File: src/rtl/btn_debounce.sv
`default_nettype none
// ============================================================================
//  Module   : btn_debounce
//  Purpose  : Synchronises and debounces one push-button pin; emits a clean
//             level, edge pulses, a press-toggled level and a press count.
//  Revision : 1.0 - initial release
// ============================================================================
module btn_debounce #(
  parameter int DEBOUNCE_CYCLES = 1000000,
  parameter int CNT_W           = 20
) (
  input  logic       clk,
  input  logic       rst,
  input  logic       btn_in,
  output logic       level_out,
  output logic       rise_pulse,
  output logic       fall_pulse,
  output logic       toggle_out,
  output logic [7:0] press_count
);

  typedef enum logic [1:0] {
    S_IDLE_LOW  = 2'd0,
    S_WAIT_HIGH = 2'd1,
    S_IDLE_HIGH = 2'd2,
    S_WAIT_LOW  = 2'd3
  } state_t;

  localparam logic [CNT_W-1:0] c_cnt_last = CNT_W'(DEBOUNCE_CYCLES - 1);
  localparam logic [CNT_W-1:0] c_cnt_one  = CNT_W'(1);

  logic             r_sync1;
  logic             r_sync2;
  state_t           r_state;
  state_t           w_state_nxt;
  logic [CNT_W-1:0] r_cnt;
  logic [CNT_W-1:0] w_cnt_nxt;
  logic             r_level;
  logic             w_level_nxt;
  logic             r_rise;
  logic             w_rise_nxt;
  logic             r_fall;
  logic             w_fall_nxt;
  logic             r_toggle;
  logic             w_toggle_nxt;
  logic [7:0]       r_count;
  logic [7:0]       w_count_nxt;

  always_ff @(posedge clk or negedge rst) begin
    if (!rst) begin
      r_sync1  <= 1'b0;
      r_sync2  <= 1'b0;
      r_state  <= S_IDLE_LOW;
      r_cnt    <= '0;
      r_level  <= 1'b0;
      r_rise   <= 1'b0;
      r_fall   <= 1'b0;
      r_toggle <= 1'b0;
      r_count  <= 8'd0;
    end else begin
      r_sync1  <= btn_in;
      r_sync2  <= r_sync1;
      r_state  <= w_state_nxt;
      r_cnt    <= w_cnt_nxt;
      r_level  <= w_level_nxt;
      r_rise   <= w_rise_nxt;
      r_fall   <= w_fall_nxt;
      r_toggle <= w_toggle_nxt;
      r_count  <= w_count_nxt;
    end
  end

  // Any sample of the old level while waiting drops straight back to idle.
  always_comb begin
    w_state_nxt  = r_state;
    w_cnt_nxt    = r_cnt;
    w_level_nxt  = r_level;
    w_rise_nxt   = 1'b0;
    w_fall_nxt   = 1'b0;
    w_toggle_nxt = r_toggle;
    w_count_nxt  = r_count;
    case (r_state)
      S_IDLE_LOW: begin
        if (r_sync2) begin
          w_state_nxt = S_WAIT_HIGH;
          w_cnt_nxt   = c_cnt_one;
        end else begin
          w_cnt_nxt   = '0;
        end
      end
      S_WAIT_HIGH: begin
        if (!r_sync2) begin
          w_state_nxt = S_IDLE_LOW;
          w_cnt_nxt   = '0;
        end else if (r_cnt == c_cnt_last) begin
          w_state_nxt  = S_IDLE_HIGH;
          w_cnt_nxt    = '0;
          w_level_nxt  = 1'b1;
          w_rise_nxt   = 1'b1;
          w_toggle_nxt = ~r_toggle;
          w_count_nxt  = r_count + 8'd1;
        end else begin
          w_cnt_nxt    = r_cnt + c_cnt_one;
        end
      end
      S_IDLE_HIGH: begin
        if (!r_sync2) begin
          w_state_nxt = S_WAIT_LOW;
          w_cnt_nxt   = c_cnt_one;
        end else begin
          w_cnt_nxt   = '0;
        end
      end
      S_WAIT_LOW: begin
        if (r_sync2) begin
          w_state_nxt = S_IDLE_HIGH;
          w_cnt_nxt   = '0;
        end else if (r_cnt == c_cnt_last) begin
          w_state_nxt = S_IDLE_LOW;
          w_cnt_nxt   = '0;
          w_level_nxt = 1'b0;
          w_fall_nxt  = 1'b1;
        end else begin
          w_cnt_nxt   = r_cnt + c_cnt_one;
        end
      end
      default: begin
        w_state_nxt = S_IDLE_LOW;
        w_cnt_nxt   = '0;
      end
    endcase
  end

  assign level_out   = r_level;
  assign rise_pulse  = r_rise;
  assign fall_pulse  = r_fall;
  assign toggle_out  = r_toggle;
  assign press_count = r_count;

endmodule
`default_nettype wire
File: config.mk
export PLATFORM = sky130hd
export DESIGN_NAME = btn_debounce
export DESIGN_NICKNAME = d
export VERILOG_FILES = /design/src/rtl/btn_debounce.sv
export SDC_FILE = /design/constraint.sdc
export NUM_CORES = 1
export LEC_CHECK = 0
export BUFFER_PORTS_ARGS = -buffer_cell sky130_fd_sc_hd__buf_2
export CAP_MARGIN = 25
export CORE_ASPECT_RATIO = 0.8
export CORE_MARGIN = 2
export CORE_UTILIZATION = 40
export CTS_BUF_LIST = sky130_fd_sc_hd__clkbuf_4 sky130_fd_sc_hd__clkbuf_8
export DETAILED_ROUTE_END_ITERATION = 12
export GPL_ROUTABILITY_DRIVEN = 1
export SYNTH_ARGS = -nofsm -noshare
export SYNTH_HDL_FRONTEND = slang
export SYNTH_SLANG_ARGS = --single-unit
File: constraint.sdc
create_clock -name clk -period 5.67 [get_ports clk]
set_input_delay 0.2835 -clock clk [delete_from_list [all_inputs] [get_ports clk]]
set_output_delay 0.2835 -clock clk [all_outputs]
set_load 0.02 [all_outputs]
==> reports/qor.csv <==
stage,metric,value,unit
floorplanning,Core Rows,21,
critical_path,crit path max fanout,11,
placed_design,DP HPWL,2368,um
yosys,Synth Area per Inst,10.61,um2
placed_design,DP Cell Count,233,
yosys,sequential area share after synthesis,51.47,%
routing,Routed Antenna Nets,0,
clock_tree,"Hold-fix buffers, CTS",0,
power_and_ir_drop,Lkg Pwr,0.0008852,uW
clock_tree,"Reg clk slew, reported paths",0.07,ns
clock_tree,postcts setup bufs,0,
outcome,status,finished clean,
yosys,Yosys cell types,35,
critical_path,CP arrival,2.60,ns
placed_design,Buffers on Ports,14,
sta,worst slew pin tran,0.7926,ns
clock_tree,Num CTS Buffers,5,
critical_path,critical setup path kind,flip-flop to flip-flop,
placed_design,routability congestion estimate,0.8363,
yosys,"Top FF cell, synth",dfrtp_1,
critical_path,Crit. End Element,flip-flop,
critical_path,CP max stage delay,0.64,ns
clock_tree,CTS Buffer Depth,2,
floorplanning,Die Y,63.17,um
routing,initial DRC count,130,
routing,Routed wire per std cell,13.75,um
sta,"Hold Vio Cnt, Final",0,
floorplanning,die area,4925,um2
power_and_ir_drop,worst vdd ir,0.09237,mV
yosys,Post-Syn Nets,170,
yosys,Synth Instances,165,
yosys,number of flops mapped to enable cells by yosys,0,
global_routing,largest net degree at the start of global routing,37,
clock_tree,clock latency at the later pin of the worst-skew pair,0.28,ns
routing,Pre-Repair DR Iteration Count,4,
global_routing,vias in the first global route,1271,
clock_tree,CTS tree,built,
global_routing,initial antenna violation count,0,
floorplanning,core region area,4204,um2
sta,PnR worst setup slack,3.248,ns
clock_tree,Root Buffer,clkbuf_8,
critical_path,CP max stage cell,or4_4,
floorplanning,IO Count,15,
sta,final number of setup-violating endpoints,0,
yosys,largest cells by area after synthesis,"dfrtp_1, xor2_1, xnor2_1",
final_layout,nets@finish,188,
global_routing,first-pass GRT wire length,5920,um
routing,drt via density,5.278,
final_layout,non-filler instance count after layout,241,
final_layout,Area growth syn-to-layout,12.08,%
worst_hold_path,Hold Path Class,input port to async pin,
critical_path,CP required,5.84,ns
yosys,Seq cells post-synth,36,
routing,Post-Route WL,3314,um
yosys,top cell type's share of synthesized area,51.47,%
yosys,cell taking the most area after synthesis,dfrtp_1,
critical_path,"Buf+Inv Stages, Crit Path",0,
critical_path,worst path cell trace,"or4_4, or4_4, or3_4, mux2_4",
power_and_ir_drop,PwrDens,233.1,nW/um2
clock_tree,CTS resizes,0,
yosys,Mapped Area,1750,um2
floorplanning,Initial Util,41.64,%
sta,final setup TNS,0,ns
sta,Final period util,42.72,%
yosys,fraction of registers with async set/reset,100.0,%
final_layout,number of diodes,0,
global_routing,GRT Total Usage,15.49,%
sta,Max Freq,0.4128,GHz
critical_path,crit-path most repeated cell,or4_4,
final_layout,layout cell share with drive strength beyond 1,16.30,%
job,maxcap violations,0,
sta,Final Max Slew Viols,0,
yosys,synth warn,0,
sta,unrepaired setup endpoints after global routing,no,
critical_path,CP startpoint kind,flip-flop,
sta,clock skew,0.008021,ns
global_routing,gr ovfl total,0,
critical_path,Crit path max-delay family,simple AND/OR/NAND/NOR gates,
routing,DR vias,1272,
floorplanning,Die X,77.96,um
sta,Rel. slew slack,47.16,%
clock_tree,CTS sink cnt,36,
clock_tree,H-tree Lvls,2,
routing,drt drc,0,
sta,min cycle time layout,2.422,ns
placed_design,pre-CTS WS,3.243,ns
cells in the mapped netlist (2+ instances only):
cell type / n
and3_1: 4
or4_4: 2
xor2_1: 13
nor3_1: 9
nor2_1: 16
o21ai_0: 6
and2_1: 4
nand2_1: 8
a21oi_1: 7
and4_1: 3
inv_1: 4
xnor2_1: 8
nand3_1: 11
ha_1: 2
or3_1: 4
nand4b_1: 2
dfrtp_1: 36
nand4_1: 8
o31ai_1: 2
where the power goes:
group	switching [uW]	internal, uW	total [uW]
logic	9.08	2.74	11.8
registers	1.85	259	261
clock network	88.0	96.8	185
total	98.9	358	457
layout make-up:
cell class	count	area [um2]
fillers	403	2242
flip-flops and latches	36	900.9
multi-input cells	122	812.0
clock buffers	6	82.58
well taps	57	71.32
repair buffers	14	70.07
inverters	4	15.01
clock inverters	2	10.01
registers in the layout, summed over array words and instances, names as in the netlist, named ones only:
name / cells
r_cnt: 20
press_count: 8
fall_pulse: 1
level_out: 1
r_state: 1
r_sync1: 1
r_sync2: 1
rise_pulse: 1
toggle_out: 1
cells in the final DEF (no fill, tap or decap), types with 2 or more instances in the layout:
cell,count
dfrtp_1,36
nor2_1,16
buf_2,14
xor2_1,13
nand3_1,11
nor3_1,9
nand2_1,8
xnor2_1,8
nand4_1,8
a21oi_1,7
o21ai_0,6
clkbuf_8,6
and2_1,4
inv_1,4
and3_1,4
or3_1,4
and4_1,3
nand4b_1,2
or4_4,2
o31ai_1,2
ha_1,2
clkinv_2,2
path summary, 6_finish.rpt:
path                                     from                   to  slack, ns  cells after the start
max in group asynchronous                 rst   r_cnt[8]$_DFF_PN0_       5.09                      1
max reg2reg                r_cnt[7]$_DFF_PN0_            flip-flop       3.25                      4
max                        r_cnt[7]$_DFF_PN0_            flip-flop       3.25                      4
min in group clk                       btn_in    r_sync1$_DFF_PN0_       0.10                      1
min reg2reg                 r_sync1$_DFF_PN0_    r_sync2$_DFF_PN0_       0.35                      0
min                                       rst  r_cnt[14]$_DFF_PN0_       0.08                      1
routing by layer:
| metal | routed length, um | track usage [%] | part of all wire (%) | up-vias |
|---|---|---|---|---|
| met1 | 1569 | 20.31 | 47 | 609 |
| met5 | 0 | 0 | 0 | - |
| li1 | - | - | - | 620 |
| met4 | 46 | 5.482 | 1.4 | 0 |
| met2 | 1508 | 24.35 | 46 | 37 |
| met3 | 190 | 4.728 | 5.7 | 6 |
metrics by stage:
step	power, uW	hold WS (ns)	instance area, um2	util [%]
global route	479.7	0.08302	1962	46.67
detailed placement	277.9	0.3373	1869	44.46
finish	457.3	0.08084	1962	46.67
floorplan	270.6	-0.01209	1750	-
global placement	277.5	0.3328	1869	44.46
CTS	466.3	0.08841	1962	46.67
kinds of logic after synthesis:
logic type      synth area share [%]
fa+ha+maj                      1.429
simple gates                   26.59
buf+inv                        2.144
xor+xnor                       10.51
compound gates                 6.362
mux                            1.501
flops                          51.47
Note: power is estimated with default switching activity, not from simulation.
